[src/rtl/fetch_pkg.sv]
// Shared definitions for the fetch sequencer: FSM state encoding, default PC constants
// and the PC advance helper.
package fetch_pkg;

  typedef enum logic {
    S_REQ  = 1'b0,
    S_WAIT = 1'b1
  } fetch_state_e;

  localparam logic [31:0] RESET_PC_DEF = 32'h1c000000;
  localparam logic [31:0] PC_STEP_DEF  = 32'd4;

  // Sequential fetch address; wraps naturally at 2^32.
  function automatic logic [31:0] pc_advance(input logic [31:0] pc,
                                             input logic [31:0] step);
    return pc + step;
  endfunction

endpackage

[src/rtl/fetch_hold_buf.sv]
// One-entry {pc,inst} skid buffer behind the fetch output slot.
// Priority: flush over load over drain.
module fetch_hold_buf (
  input  logic        clk,
  input  logic        resetn,
  input  logic        i_flush,
  input  logic        i_load,
  input  logic [31:0] i_pc,
  input  logic [31:0] i_inst,
  input  logic        i_drain,
  output logic        o_valid,
  output logic [31:0] o_pc,
  output logic [31:0] o_inst
);

  logic        r_valid;
  logic [31:0] r_pc;
  logic [31:0] r_inst;

  always_ff @(posedge clk) begin
    if (!resetn) begin
      r_valid <= 1'b0;
      r_pc    <= 32'h0;
      r_inst  <= 32'h0;
    end else if (i_flush) begin
      r_valid <= 1'b0;
    end else if (i_load) begin
      r_valid <= 1'b1;
      r_pc    <= i_pc;
      r_inst  <= i_inst;
    end else if (i_drain) begin
      r_valid <= 1'b0;
    end
  end

  assign o_valid = r_valid;
  assign o_pc    = r_pc;
  assign o_inst  = r_inst;

endmodule

[src/rtl/fetch_ctrl.sv]
// Fetch sequencer: owns the fetch PC, runs the single-outstanding SRAM handshake and
// delivers {pc,inst} to ID. Optional performance counters under FETCH_PERF_CNT_EN.
module fetch_ctrl
  import fetch_pkg::*;
#(
  parameter logic [31:0] RESET_PC = RESET_PC_DEF,
  parameter logic [31:0] PC_STEP  = PC_STEP_DEF
) (
  input  logic        clk,
  input  logic        resetn,
  input  logic        br_taken,
  input  logic [31:0] br_target,
  input  logic        ds_allow_in,
  output logic        inst_sram_req,
  output logic [31:0] inst_sram_addr,
  input  logic        inst_sram_addr_ok,
  input  logic        inst_sram_data_ok,
  input  logic [31:0] inst_sram_rdata,
  output logic        fs_valid,
  output logic [31:0] fs_pc,
  output logic [31:0] fs_inst
`ifdef FETCH_PERF_CNT_EN
  ,
  output logic [31:0] perf_fetch_cnt,
  output logic [31:0] perf_cancel_cnt
`endif
);

  fetch_state_e r_state;
  logic [31:0]  r_fetch_pc;
  logic [31:0]  r_inflight_pc;
  logic         r_cancel_pend;
  logic         r_fs_valid;
  logic [31:0]  r_fs_pc;
  logic [31:0]  r_fs_inst;

  logic         w_hb_valid;
  logic [31:0]  w_hb_pc;
  logic [31:0]  w_hb_inst;
  logic         w_req;
  logic         w_hs;
  logic         w_resp;
  logic         w_resp_keep;
  logic         w_load_out;
  logic         w_load_hb;
  logic         w_drain;
  logic         w_hb_to_out;

  // A full hold buffer means both slots are occupied, so no new request may issue.
  assign w_req       = resetn && (r_state == S_REQ) && !w_hb_valid;
  assign w_hs        = w_req && inst_sram_addr_ok;
  assign w_resp      = (r_state == S_WAIT) && inst_sram_data_ok;
  assign w_resp_keep = w_resp && !r_cancel_pend && !br_taken;
  assign w_load_out  = w_resp_keep && (!r_fs_valid || ds_allow_in);
  assign w_load_hb   = w_resp_keep && r_fs_valid && !ds_allow_in;
  assign w_drain     = ds_allow_in && r_fs_valid && !w_resp_keep && !br_taken;
  assign w_hb_to_out = w_drain && w_hb_valid;

  fetch_hold_buf u_hold_buf (
    .clk     (clk),
    .resetn  (resetn),
    .i_flush (br_taken),
    .i_load  (w_load_hb),
    .i_pc    (r_inflight_pc),
    .i_inst  (inst_sram_rdata),
    .i_drain (w_hb_to_out),
    .o_valid (w_hb_valid),
    .o_pc    (w_hb_pc),
    .o_inst  (w_hb_inst)
  );

  always_ff @(posedge clk) begin
    if (!resetn) begin
      r_state       <= S_REQ;
      r_fetch_pc    <= RESET_PC;
      r_inflight_pc <= RESET_PC;
      r_cancel_pend <= 1'b0;
      r_fs_valid    <= 1'b0;
      r_fs_pc       <= RESET_PC;
      r_fs_inst     <= 32'h0;
    end else begin
      case (r_state)
        S_REQ: begin
          if (w_hs) begin
            r_state       <= S_WAIT;
            r_inflight_pc <= r_fetch_pc;
            r_cancel_pend <= br_taken;
          end
        end
        S_WAIT: begin
          // Any response ends the wait; a pending cancel is consumed by it.
          if (inst_sram_data_ok) begin
            r_state       <= S_REQ;
            r_cancel_pend <= 1'b0;
          end else if (br_taken) begin
            r_cancel_pend <= 1'b1;
          end
        end
        default: r_state <= S_REQ;
      endcase

      if (br_taken) begin
        r_fetch_pc <= br_target;
      end else if (w_hs) begin
        r_fetch_pc <= pc_advance(r_fetch_pc, PC_STEP);
      end

      if (br_taken) begin
        r_fs_valid <= 1'b0;
      end else if (w_load_out) begin
        r_fs_valid <= 1'b1;
        r_fs_pc    <= r_inflight_pc;
        r_fs_inst  <= inst_sram_rdata;
      end else if (w_hb_to_out) begin
        r_fs_valid <= 1'b1;
        r_fs_pc    <= w_hb_pc;
        r_fs_inst  <= w_hb_inst;
      end else if (w_drain) begin
        r_fs_valid <= 1'b0;
      end
    end
  end

  assign inst_sram_req  = w_req;
  assign inst_sram_addr = r_fetch_pc;
  assign fs_valid       = r_fs_valid;
  assign fs_pc          = r_fs_pc;
  assign fs_inst        = r_fs_inst;

`ifdef FETCH_PERF_CNT_EN
  logic        w_resp_drop;
  logic [31:0] r_perf_fetch_cnt;
  logic [31:0] r_perf_cancel_cnt;

  assign w_resp_drop = w_resp && !w_resp_keep;

  always_ff @(posedge clk) begin
    if (!resetn) begin
      r_perf_fetch_cnt  <= 32'h0;
      r_perf_cancel_cnt <= 32'h0;
    end else begin
      if (!br_taken && (w_load_out || w_hb_to_out)) begin
        r_perf_fetch_cnt <= r_perf_fetch_cnt + 32'd1;
      end
      if (w_resp_drop) begin
        r_perf_cancel_cnt <= r_perf_cancel_cnt + 32'd1;
      end
    end
  end

  assign perf_fetch_cnt  = r_perf_fetch_cnt;
  assign perf_cancel_cnt = r_perf_cancel_cnt;
`endif

endmodule

[config.mk]
export PLATFORM = sky130hd
export DESIGN_NAME = fetch_ctrl
export DESIGN_NICKNAME = d
export VERILOG_FILES = /design/src/rtl/fetch_pkg.sv /design/src/rtl/fetch_hold_buf.sv /design/src/rtl/fetch_ctrl.sv
export SDC_FILE = /design/constraint.sdc
export NUM_CORES = 1
export LEC_CHECK = 0
export ABC_AREA = 1
export BUFFER_PORTS_ARGS = -buffer_cell sky130_fd_sc_hd__buf_2
export CORE_MARGIN = 8
export CORE_UTILIZATION = 50
export CTS_CLUSTER_SIZE = 25
export DETAILED_ROUTE_END_ITERATION = 12
export PLACE_DENSITY = 0.73
export SLEW_MARGIN = 20
export SYNTH_ARGS = -nofsm -noshare
export SYNTH_HDL_FRONTEND = slang
export SYNTH_HIERARCHICAL = 1
export SYNTH_SLANG_ARGS = --single-unit
export TNS_END_PERCENT = 20
[constraint.sdc]
create_clock -name clk -period 2.1 [get_ports clk]
set_clock_uncertainty 0.05 [all_clocks]
set_input_delay 0.21 -clock clk [delete_from_list [all_inputs] [get_ports clk]]
set_output_delay 0.21 -clock clk [all_outputs]
set_load 0.005 [all_outputs]
=== Word-level counts from Yosys, hierarchy flattened ===
Index checks and enable logic that the tools add are counted.
W data, S select, Z words.

* Input port bits: 70
* Register bits: 196

* Muxes and demuxes: 18
* Reduce and logical (&&, ||, !) cells: 29
* Eq/ne operators: 2
* Bitwise gates (word level): 3
* Add/subtract/negate cells: 1

{| class="wikitable"
|+ Operators by type and width
! cell !! count
|-
| $mux W32 || 6
|-
| $add A32 B3 Y32 const B || 1
|-
| $logic_and A1 B1 Y1 || 13
|-
| $mux W1 || 10
|-
| $reduce_and A2 Y1 || 4
|-
| $logic_not A1 Y1 || 6
|-
| $reduce_bool A2 Y1 || 3
|-
| $pmux W1 S2 || 2
|-
| $ne A3 B3 Y1 const B || 1
|-
| $not A1 Y1 || 3
|-
| $reduce_bool A3 Y1 || 1
|-
| $ne A2 B2 Y1 const B || 1
|-
| $reduce_or A2 Y1 || 1
|-
| $logic_or A1 B1 Y1 || 1
|}

=== Logic depth before layout (Yosys ltp) ===
Gate-level depths: netlist of run 1.

* Word-level depth: 9
* Gate-level depth with buffers: 12

=== By module ===
Netlist of run 1, hierarchy kept.

{| class="wikitable"
|+ Modules (own cells, without submodules)
! module !! area each (sq um) !! times used !! cells each
|-
| fetch_ctrl || 6382.4 || 1 || 973
|-
| fetch_hold_buf || 2825.2 || 1 || 419
|}

=== Worst setup path before layout of run 1 ===
OpenSTA, ideal clock, no wires.

* Path kind: register to register
* From: register r_fetch_pc[2], in the netlist inst_sram_addr[2]
* To: register r_fetch_pc[24], in the netlist inst_sram_addr[24]
* Clock period less this slack: 1552 ps
* Arrival time: 1389 ps
* Stages on the path, launching flop included: 11
* Required time: 1937 ps
* Path buffers: 0
* Library setup time: 113 ps
* Path slack: 548 ps
* Cells stage by stage: dfxtp_1 ha_1 nand3_1 inv_1 nand3_1 nor2_1 nand2_1 nand2_1 nand2_1 o21ai_1 inv_1

* Cells in the longest elaborated chain, start to end: 3

{| class="wikitable"
|+ RTL lines
! item !! line !! text
|-
| start, declared || fetch_ctrl.sv:30 || <nowiki>logic [31:0] r_fetch_pc;</nowiki>
|-
| start signal, assigned || fetch_ctrl.sv:103 || <nowiki>r_fetch_pc <= br_target;</nowiki>
|-
| start signal, assigned || fetch_ctrl.sv:105 || <nowiki>r_fetch_pc <= pc_advance(r_fetch_pc, PC_STEP);</nowiki>
|-
| $add A32 B3 Y32 || fetch_pkg.sv:16 || <nowiki>return pc + step;</nowiki>
|-
| $mux W32 || fetch_ctrl.sv:104 || <nowiki>end else if (w_hs) begin</nowiki>
|-
| $mux W32 || fetch_ctrl.sv:102 || <nowiki>if (br_taken) begin</nowiki>
|}

No other way between the ends. The select of a mux whose other input is x is not followed.
A chain may end at the register's enable or synchronous reset.

=== Worst setup path in the final report of run 1 ===
* From: register r_state
* To: register r_fs_valid, in the netlist fs_valid

* Cells in the longest elaborated chain, start to end: 9

{| class="wikitable"
|+ RTL lines
! item !! line !! text
|-
| start, declared || fetch_ctrl.sv:29 || <nowiki>fetch_state_e r_state;</nowiki>
|-
| start signal, assigned || fetch_ctrl.sv:74 || <nowiki>r_state <= S_REQ;</nowiki>
|-
| start signal, assigned || fetch_ctrl.sv:85 || <nowiki>r_state <= S_WAIT;</nowiki>
|-
| start signal, assigned || fetch_ctrl.sv:93 || <nowiki>r_state <= S_REQ;</nowiki>
|-
| $logic_and A1 B1 Y1 (*) || fetch_ctrl.sv:52 || <nowiki>assign w_resp = (r_state == S_WAIT) && inst_sram_data_ok;</nowiki>
|-
| $logic_and A1 B1 Y1 (*) (2 in series) || fetch_ctrl.sv:53 || <nowiki>assign w_resp_keep = w_resp && !r_cancel_pend && !br_taken;</nowiki>
|-
| $logic_not A1 Y1 || fetch_ctrl.sv:56 || <nowiki>assign w_drain = ds_allow_in && r_fs_valid && !w_resp_keep && !br_taken;</nowiki>
|-
| $logic_and A1 B1 Y1 (2 in series) || fetch_ctrl.sv:56 ||
|-
| $logic_and A1 B1 Y1 || fetch_ctrl.sv:57 || <nowiki>assign w_hb_to_out = w_drain && w_hb_valid;</nowiki>
|-
| $mux W1 || fetch_ctrl.sv:114 || <nowiki>end else if (w_hb_to_out) begin</nowiki>
|-
| $mux W1 || fetch_ctrl.sv:110 || <nowiki>end else if (w_load_out) begin</nowiki>
|-
| end signal, assigned || fetch_ctrl.sv:109 || <nowiki>r_fs_valid <= 1'b0;</nowiki>
|-
| end signal, assigned || fetch_ctrl.sv:111 || <nowiki>r_fs_valid <= 1'b1;</nowiki>
|-
| end signal, assigned || fetch_ctrl.sv:115 || <nowiki>r_fs_valid <= 1'b1;</nowiki>
|-
| end, declared || fetch_ctrl.sv:33 || <nowiki>logic r_fs_valid;</nowiki>
|}

Mark *: on every way between the ends. The rest lies on a longest branch, timed or not.

==> out/metrics.cfg, run 1 <==
[global_route]
grt_pass1_wl_mm = 39.76
track_usage_pct = 21.18
grt_pass1_vias = 8137
grt_overflow_total = 0
grt_max_degree = 170
antenna_found_initial = 1

[detailed_routing]
totalWireLength_mm = 24.14
ant_nets = 0
drt-wirelength-per-cell_um = 13.67
drt-initial-drc-count = 658
drc = 0
drt_first_pass_iters = 4
via_count = 8754
viasPerCell = 4.957

[layout]
finalNonFillerCells = 1766
mostFrequentLayoutCell = nor2_1
num-nets-final = 1596
area_delta_synth_final_pct = 16.18
final_area_mm2 = 0.01070
drive_above_1_share_pct = 15.55
layout_common_cells = nor2_1 (304), nand2_1 (248), dfxtp_1 (196)
diodes = 0

[sta]
final.min_clock_period_ns = 1.826
relSlewSlack_pct = 50.98
maxSlewViolCount = 0
fin_setup_tns_ns = 0
fmax_mhz = 547.7
period_share_pct = 86.95
rsz0062_at_grt = no
final_hold_viol_count = 0
finalWorstSetupSlack_ns = 0.2742
tightest_slew_ns = 0.7353
setup_viol = 0

[critical_path]
crit_path_max_incr_delay_ns = 0.37
setup.worst_path.end_class = flop
crit_cells = 12
r2r-end = fs_valid
crit_end = fs_valid
cp-start-kind = flop
rrSetupSlack_ns = 0.27
required_ns = 2.37
critPathMostFrequentCell = nand2_1
cp_top_family = simple AND/OR/NAND/NOR gates
path_cells = nand2_1, nor2_2, nand2_1, nand2_1, inv_2, nand2_2, nand2_2, inv_2, buf_4, o21ai_0, nand3_1, inv_1
crit_start = r_state
crit_fanout = 27
cpMaxStageDelayCell = dfxtp_1
r2r_start = r_state
cp_num_buf_inv = 4
path_class = flop to flop
reg2reg_depth = 12
cp.arrival_ns = 2.09

[floorplanning]
initial_core_util_pct = 51.08
dieArea_mm2 = 0.02301
core_mm2 = 0.01802
rows = 49
die_w_um = 151.7
pin_count = 168
chipHeight_um = 151.7

[run]
cap_violations = 0

[placed_design]
gp_congestion = 0.9119
dp_cells = 1730
pre_cts_ws_ns = 0.2806
dpl_cell_area_mm2 = 0.01010
place_hpwl_mm = 16.54
numPortBuffers = 167

[run_status]
status = finished clean

[clocking]
cts.sinks = 196
root_buffer = clkbuf_16
cts_max_level = 4
cts_made_buffers = 17
clock_latency_ns = 0.43
tritoncts = yes
cts_max_path_buffers = 2
clkTransAtPathRegs_ns = 0.06

[yosys]
netlist_area_mm2 = 0.009208
synth-async-reset-ratio_pct = 0
ys_warn_count = 6
synthCells = 1392
ys_types = 31
synth_edf_count = 0
synth-main-ff-cell = dfxtp_1
syn_avg_cell_area_um2 = 6.615
syn_nets = 1463
ys_seq_area_share_pct = 42.61
synth_seq_cells = 196

[pwr]
power_leakage_uw = 0.005139
p_per_area_mw_per_mm2 = 723.0
ir_worst_vdd_uv = 492.4

[min_path]
hp-class = input pin to flop

==> cells by family after synthesis <==
logic type / after synthesis / synth area share (%)
flip-flops: 196 / 42.61
AND/OR/NAND/NOR: 663 / 29.08
XOR/XNOR: 11 / 1.046
AO/OA/AOI/OAI: 252 / 13.92
buffers and inverters: 269 / 13.21
adder cells (fa/ha/maj): 1 / 0.1359
==> layout make-up <==
type | count | area, um2
Clock buffer | 21 | 440.4
Clock inverter | 10 | 108.9
Fill cell | 1770 | 7327
Inverter | 185 | 694.4
Multi-Input combinational cell | 927 | 4085
Sequential cell | 196 | 3924
Tap cell | 229 | 286.5
Timing Repair Buffer | 198 | 1159
==> per-stage QoR <==
stage	util (%)	hold WS [ns]	power [uW]
final	59.35	0.01055	7735
after CTS	59.35	0.0003610	7798
after global placement	56.03	0.3852	4682
after detailed placement	56.03	0.3896	4692
after floorplan	-	0.2949	4412
after global routing	59.35	0.02406	8048
==> cell usage after synthesis, types with 2 or more instances <==
| library cell | n | share of area (%) |
|---|---|---|
| a21oi_1 | 56 | 3.0 |
| a31oi_1 | 6 | 0.41 |
| buf_2 | 33 | 1.8 |
| buf_6 | 22 | 2.7 |
| clkbuf_1 | 28 | 1.1 |
| clkinv_1 | 2 | 0.082 |
| dfxtp_1 | 196 | 43 |
| inv_1 | 178 | 7.3 |
| inv_2 | 5 | 0.20 |
| nand2_1 | 248 | 10 |
| nand2_2 | 2 | 0.14 |
| nand3_1 | 92 | 5.0 |
| nand4_1 | 3 | 0.20 |
| nor2_1 | 306 | 12 |
| nor2_2 | 4 | 0.27 |
| nor2_4 | 2 | 0.24 |
| nor3_1 | 2 | 0.11 |
| o21ai_0 | 149 | 8.1 |
| o21ai_1 | 36 | 2.0 |
| o21bai_1 | 2 | 0.16 |
| xnor2_1 | 3 | 0.29 |
| xor2_1 | 8 | 0.76 |
==> report_power, final <==
part / internal [uW] / switching [uW]
combinational: 262 / 419
sequential: 3830 / 106
clock: 1740 / 1370
total: 5840 / 1900
==> flip-flops by register name (all words and copies together), names as in the netlist <==
signal              cells
fs_inst                32
fs_pc                  32
inst_sram_addr         32
r_inflight_pc          32
u_hold_buf/o_inst      32
u_hold_buf/o_pc        32
fs_valid                1
r_cancel_pend           1
r_state                 1
u_hold_buf/o_valid      1
==> worst min-delay path: cells and delay by family <==
family                 cells  cell delay, ns
buffers and inverters      1            0.09
AO/OA/AOI/OAI              1            0.07
AND/OR/NAND/NOR            1            0.05
==> timing repair <==
action                    in CTS  in global routing
hold endpoints to repair       5                  0
gates resized for setup        0                  0
buffers inserted               0                  0
hold buffers                   5                  0
==> worst min-delay path by stage <==
stage / start / to / slack (ns) / cells after the start
finish: br_target[8] / inst_sram_addr[8] / 0.01 / 3
global route: br_target[13] / inst_sram_addr[13] / 0.02 / 3
CTS: br_target[8] / inst_sram_addr[8] / 0.0004 / 3
detailed placement: br_target[1] / inst_sram_addr[1] / 0.39 / 3
global placement: br_target[1] / inst_sram_addr[1] / 0.39 / 3
floorplan: br_target[0] / inst_sram_addr[0] / 0.29 / 2
==> metal layers <==
layer  global-route usage [%]  wire [um]  up-vias
met2                    33.74      10710      271
met4                    4.557        195        2
li1                         -          -     4580
met3                    4.841       1783       20
met5                        0          9        -
met1                    28.71      11440     3881
Note: power is estimated with default switching activity, not from simulation.
==> inputs of run 2 (changes only) <==
--- a/config.mk
+++ b/config.mk
@@ -8,9 +8,10 @@
 export ABC_AREA = 1
 export BUFFER_PORTS_ARGS = -buffer_cell sky130_fd_sc_hd__buf_2
-export CORE_MARGIN = 8
+export CORE_MARGIN = 4
 export CORE_UTILIZATION = 50
 export CTS_CLUSTER_SIZE = 25
 export DETAILED_ROUTE_END_ITERATION = 12
 export PLACE_DENSITY = 0.73
+export SKIP_LAST_GASP = 1
 export SLEW_MARGIN = 20
 export SYNTH_ARGS = -nofsm -noshare
==> constraint.sdc (replaced) <==
create_clock -name clk -period 2.1 [get_ports clk]
set_clock_uncertainty 0.05 [all_clocks]
set_input_delay 0.21 -clock clk [delete_from_list [all_inputs] [get_ports clk]]
set_output_delay 0.21 -clock clk [all_outputs]
set_load 0.01 [all_outputs]
==> out/metrics.cfg, run 2 (synthesized netlist as in run 1, its figures left out) <==
[floorplanning]
rows = 49  ; unchanged
chipHeight_um = 143.7  ; was 151.7 um
initial_core_util_pct = 51.08  ; unchanged
die_w_um = 143.7  ; was 151.7 um
pin_count = 168  ; unchanged
core_mm2 = 0.01802  ; unchanged
dieArea_mm2 = 0.02065  ; was 0.02301 mm2

[sta]
tightest_slew_ns = 0.9142  ; was 0.7353 ns
setup_viol = 0  ; unchanged
rsz0062_at_grt = no  ; unchanged
final_hold_viol_count = 0  ; unchanged
maxSlewViolCount = 0  ; unchanged
final.min_clock_period_ns = 1.911  ; was 1.826 ns
fmax_mhz = 523.2  ; was 547.7 MHz
period_share_pct = 91.01  ; was 86.95%
relSlewSlack_pct = 39.06  ; was 50.98%
fin_setup_tns_ns = 0  ; unchanged

[pwr]
power_uw = 8045  ; was 7735 uW
p_per_area_mw_per_mm2 = 749.0  ; was 723.0 mW/mm2
power_frac_clock_pct = 42.3  ; was 40.3%
ir_worst_vdd_uv = 582.3  ; was 492.4 uV
power_leakage_uw = 0.005156  ; was 0.005139 uW
p_switching_uw = 1924  ; was 1897 uW
p_seq_share_pct = 49.0  ; was 50.9%
p_int_uw = 6121  ; was 5837 uW
p_sw_share_pct = 23.92  ; was 24.53%
power_frac_comb_pct = 8.7  ; was 8.8%

[critical_path]
cp.arrival_ns = 2.18  ; was 2.09 ns
crit_fanout = 6  ; was 27
required_ns = 2.37  ; about the same
cpMaxStageDelayCell = dfxtp_1  ; unchanged
path_cells = ha_1, nand3_1, inv_1, nand2_1, nor2_2, nand3_1, nor2_1, nand2_1, nand3_1, nand2_1  ; was nand2_1, nor2_2, nand2_1, nand2_1, inv_2, nand2_2, nand2_2, inv_2, buf_4, o21ai_0, nand3_1, inv_1
setup.worst_path.end_class = flop  ; unchanged
path_class = flop to flop  ; unchanged
crit_path_max_incr_delay_ns = 0.44  ; was 0.37 ns
cp_num_buf_inv = 1  ; was 4
cp_top_family = simple AND/OR/NAND/NOR gates  ; unchanged
cp-start-kind = flop  ; unchanged

[layout]
area_delta_synth_final_pct = 16.66  ; was 16.18%
mostFrequentLayoutCell = nor2_1  ; unchanged
finalNonFillerCells = 1765  ; was 1,766
fillCellCount = 1734  ; was 1,770
num-nets-final = 1595  ; was 1,596
drive_above_1_share_pct = 15.50  ; was 15.55%
layout_common_cells = nor2_1 (304), nand2_1 (248), dfxtp_1 (196)  ; unchanged

[detailed_routing]
via_count = 8696  ; was 8,754
drc = 0  ; unchanged
drt_first_pass_iters = 4  ; unchanged
totalWireLength_mm = 23.36  ; was 24.14 mm
ant_nets = 0  ; unchanged
viasPerCell = 4.927  ; was 4.957
drt-wirelength-per-cell_um = 13.23  ; was 13.67 um
drt-initial-drc-count = 648  ; was 658

[clocking]
root_buffer = clkbuf_16  ; unchanged
cts_resized = 0  ; unchanged
cts.sinks = 196  ; unchanged
cts_max_path_buffers = 2  ; unchanged
cts_made_buffers = 17  ; unchanged
clkTransAtPathRegs_ns = 0.07  ; was 0.06 ns
tritoncts = yes  ; unchanged
clock_latency_ns = 0.42  ; was 0.43 ns
cts_max_level = 4  ; unchanged

[global_route]
grt_pass1_wl_mm = 38.31  ; was 39.76 mm
grt_overflow_total = 0  ; unchanged
grt_pass1_vias = 7881  ; was 8,137
antenna_found_initial = 0  ; was 1
track_usage_pct = 22.64  ; was 21.18%
grt_max_degree = 99  ; was 170

[run_status]
status = finished clean  ; unchanged

[placed_design]
dp_cells = 1727  ; was 1,730
place_hpwl_mm = 15.51  ; was 16.54 mm
gp_congestion = 0.9010  ; was 0.9119
numPortBuffers = 167  ; unchanged

[run]
cap_violations = 0  ; unchanged

[min_path]
hp-class = input pin to flop  ; unchanged

-- run 2: cell count changes in the layout (fill, tap and decap cells not counted), moves of 2 or more --
cell / previous run / this run
buf_12: 6 / 4
clkbuf_1: 4 / 1
clkbuf_8: 0 / 5
clkinv_2: 5 / 1
dlygate4sd3_1: 5 / 7
-- run 2: path summary, 6_finish.rpt --
kind | from | end | slack [ns] | depth (start not counted)
min reg2reg | fs_pc[26] | fs_pc[26] | 0.40 | 2
max | inst_sram_addr[2] | inst_sram_addr[28] | 0.19 | 10
min | br_target[6] | inst_sram_addr[6] | 0.02 | 3
max reg2reg | inst_sram_addr[2] | inst_sram_addr[28] | 0.19 | 10
-- run 2: per-stage QoR --
step | setup slack [ns] | utilization, % | instance area, um2 | hold WS, ns
2_1_floorplan | 0.5006 | - | 9208 | 0.2949
3_3_place_gp | 0.2212 | 55.76 | 10050 | 0.3826
6_report | 0.1888 | 59.59 | 10740 | 0.01670
5_1_grt | 0.004686 | 59.58 | 10740 | 0.01971
3_5_place_dp | 0.2106 | 55.76 | 10050 | 0.3885
4_1_cts | 0.2084 | 59.58 | 10740 | 0.005378
-- run 2: timing repair --
item	4_1_cts	5_1_grt
hold buffers	7	0
setup buffers	0	0
endpoints found under the hold margin	7	0
-- run 2: cell type report --
class                      instances  area, um2  area share, %
sequential                       196       3924          36.53
clock inverter                     7      120.1          1.118
clock buffer                      23      498.0          4.636
tap                              229      286.5          2.667
multi-input combinational        927       4085          38.03
antenna                            1      2.502        0.02330
inverter                         185      694.4          6.465
timing repair buffer             197       1131          10.53
-- run 2: worst register-to-register path, cell delays in order (launching register included) --
cell and delay, ns:
dfxtp_1 0.44, ha_1 0.22, nand3_1 0.19, inv_1 0.12
nand2_1 0.10, nor2_2 0.20, nand3_1 0.16, nor2_1 0.12
nand2_1 0.05, nand3_1 0.10, nand2_1 0.05
-- run 2: routing by layer --
metal / GRT usage [%] / vias to the layer above / routed length, um
li1: - / 4580 / -
met1: 33.34 / 3841 / 11540
met2: 34.83 / 256 / 10150
met3: 4.027 / 19 / 1408
met4: 5.005 / 0 / 252
met5: 0 / - / 0
-- run 2: power groups by stage --
| stage | Sequential (uW) | Clock, uW | Combinational (uW) |
|---|---|---|---|
| 6_report | 3940 | 3400 | 703 |
| 4_1_cts | 3940 | 3450 | 704 |
| 2_1_floorplan | 4030 | 0 | 411 |
| 3_3_place_gp | 4020 | 0 | 680 |
| 3_5_place_dp | 4020 | 0 | 689 |
| 5_1_grt | 3950 | 3610 | 796 |
==> inputs of run 3 (changes only) <==
Settings changed: GPL_TIMING_DRIVEN set to 0.
==> out/metrics.cfg, run 3 (synthesized netlist as in run 1, its figures left out) <==
[floorplanning]
chipHeight_um = 143.7  ; unchanged
core_mm2 = 0.01802  ; unchanged
die_w_um = 143.7  ; unchanged
pin_count = 168  ; unchanged
dieArea_mm2 = 0.02065  ; unchanged
rows = 49  ; unchanged
initial_core_util_pct = 51.08  ; unchanged

[layout]
num-nets-final = 1653  ; was 1,595
diodes = 0  ; was 1
drive_above_1_share_pct = 16.87  ; was 15.50%
mostFrequentLayoutCell = nor2_1  ; unchanged
finalNonFillerCells = 1824  ; was 1,765
area_delta_synth_final_pct = 18.58  ; was 16.66%
final_area_mm2 = 0.01092  ; was 0.01074 mm2
layout_common_cells = nor2_1 (306), nand2_1 (248), buf_2 (199)  ; was nor2_1 (304), nand2_1 (248), dfxtp_1 (196)

[critical_path]
reg2reg_depth = 10  ; unchanged
cp-start-kind = flop  ; unchanged
rrSetupSlack_ns = 0.20  ; was 0.19 ns
r2r_start = inst_sram_addr[3]  ; was inst_sram_addr[2]
setup.worst_path.end_class = flop  ; unchanged
path_class = flop to flop  ; unchanged
r2r-end = inst_sram_addr[28]  ; unchanged
cp.arrival_ns = 2.18  ; about the same
required_ns = 2.38  ; was 2.37 ns
crit_fanout = 5  ; was 6

[pwr]
power_uw = 7722  ; was 8045 uW
power_leakage_uw = 0.005279  ; was 0.005156 uW
ir_worst_vdd_uv = 562.1  ; was 582.3 uV
p_per_area_mw_per_mm2 = 707.2  ; was 749.0 mW/mm2

[sta]
fin_setup_tns_ns = 0  ; unchanged
period_share_pct = 90.54  ; was 91.01%
rsz0062_at_grt = no  ; unchanged
setup_viol = 0  ; unchanged
maxSlewViolCount = 0  ; unchanged
final.min_clock_period_ns = 1.901  ; was 1.911 ns
fmax_mhz = 525.9  ; was 523.2 MHz
finalWorstSetupSlack_ns = 0.1986  ; was 0.1888 ns
tightest_slew_ns = 0.7954  ; was 0.9142 ns
final_hold_viol_count = 0  ; unchanged
relSlewSlack_pct = 46.97  ; was 39.06%

[clocking]
cts_setup_buffers = 0  ; unchanged
cts_max_level = 4  ; unchanged
cts.sinks = 196  ; unchanged
root_buffer = clkbuf_16  ; unchanged
cts_max_path_buffers = 2  ; unchanged
clkTransAtPathRegs_ns = 0.07  ; about the same
tritoncts = yes  ; unchanged
cts_made_buffers = 17  ; unchanged
clock_latency_ns = 0.43  ; was 0.42 ns

[min_path]
hp-start = br_target[4]  ; was br_target[6]
hold_depth = 3  ; unchanged
hp-class = input pin to flop  ; unchanged
worstHoldEndpoint = inst_sram_addr[4]  ; was inst_sram_addr[6]

[detailed_routing]
totalWireLength_mm = 24.92  ; was 23.36 mm
via_count = 9008  ; was 8,696
drt_first_pass_iters = 5  ; was 4
viasPerCell = 4.939  ; was 4.927
drc = 0  ; unchanged
drt-wirelength-per-cell_um = 13.66  ; was 13.23 um
ant_nets = 0  ; unchanged
drt-initial-drc-count = 539  ; was 648

[global_route]
grt_max_degree = 17  ; was 99
grt_pass1_wl_mm = 40.53  ; was 38.31 mm
antenna_found_initial = 1  ; was 0
grt_pass1_vias = 8201  ; was 7,881
grt_overflow_total = 0  ; unchanged
track_usage_pct = 24.26  ; was 22.64%

[run]
cap_violations = 0  ; unchanged

[placed_design]
dp_cells = 1787  ; was 1,727
numPortBuffers = 166  ; was 167
pre_cts_ws_ns = 0.1110  ; was 0.2106 ns
gp_congestion = 0.9452  ; was 0.9010
dpl_cell_area_mm2 = 0.01032  ; was 0.01005 mm2
place_hpwl_mm = 18.42  ; was 15.51 mm

[run_status]
status = finished clean  ; unchanged

## run 3: cell count changes in the layout (fill, tap and decap cells not counted), moves of 2 or more
| cell | delta |
|---|---|
| nor2_1 | +2 |
| bufinv_16 | -2 |
| dlygate4sd3_1 | -2 |
| clkinvlp_4 | +2 |
| buf_2 | +33 |
| buf_4 | -20 |
| buf_6 | +22 |
| clkbuf_1 | +29 |
| buf_12 | -4 |
| clkinv_2 | +5 |
| clkbuf_8 | -5 |
## run 3: area by class of cell
class / instances / area [um2]
buffer: 84 / 521.8
clock buffer: 19 / 432.9
clock inverter: 13 / 108.9
fill: 1795 / 7107
inverter: 185 / 694.4
multi-input combinational: 927 / 4068
sequential: 196 / 3925
tap: 229 / 286.5
timing repair buffer: 171 / 880.8
## run 3: how the worst max path moves through the flow
stage,from,endpoint
3_5_place_dp,resetn,fs_inst[0]
4_1_cts,inst_sram_addr[2],inst_sram_addr[28]
2_1_floorplan,inst_sram_addr[2],inst_sram_addr[24]
3_3_place_gp,resetn,inst_sram_addr[0]
6_report,inst_sram_addr[3],inst_sram_addr[28]
5_1_grt,inst_sram_addr[3],inst_sram_addr[28]
## run 3: layer usage
layer,vias up,share of wire [%],GRT usage (%)
met5,-,0.056,0
met4,2,1.8,7.780
met3,38,6.8,3.727
met2,277,45,38.30
met1,3988,47,34.28
li1,4703,-,-
## run 3: critical path, cell delays in order (launching register included)
cell	delay (ns)
dfxtp_1	0.41
ha_1	0.22
nand3_1	0.20
inv_1	0.13
nand2_1	0.10
nor2_2	0.20
nand3_1	0.18
nor2_1	0.13
nand2_1	0.06
nand3_1	0.08
nand2_1	0.05
## run 3: what timing repair did
action,in CTS,in global routing
hold buffers,5,0
gates resized for setup,0,1
endpoints found under the setup margin,0,1
endpoints found under the hold margin,5,0
## run 3: where the power goes
| group | internal, uW | leakage, uW | switching (uW) |
|---|---|---|---|
| clock network | 1630 | 0.000263 | 1410 |
| logic | 276 | 0.00342 | 466 |
| registers | 3830 | 0.00159 | 107 |
## run 3: through the flow
| stage | util, % | hold slack [ns] |
|---|---|---|
| after CTS | 60.57 | 0.0004823 |
| after detailed placement | 57.28 | 0.3931 |
| after floorplan | - | 0.2949 |
| after global routing | 60.57 | 0.01516 |
| final | 60.57 | 0.01432 |
| after global placement | 57.28 | 0.3820 |
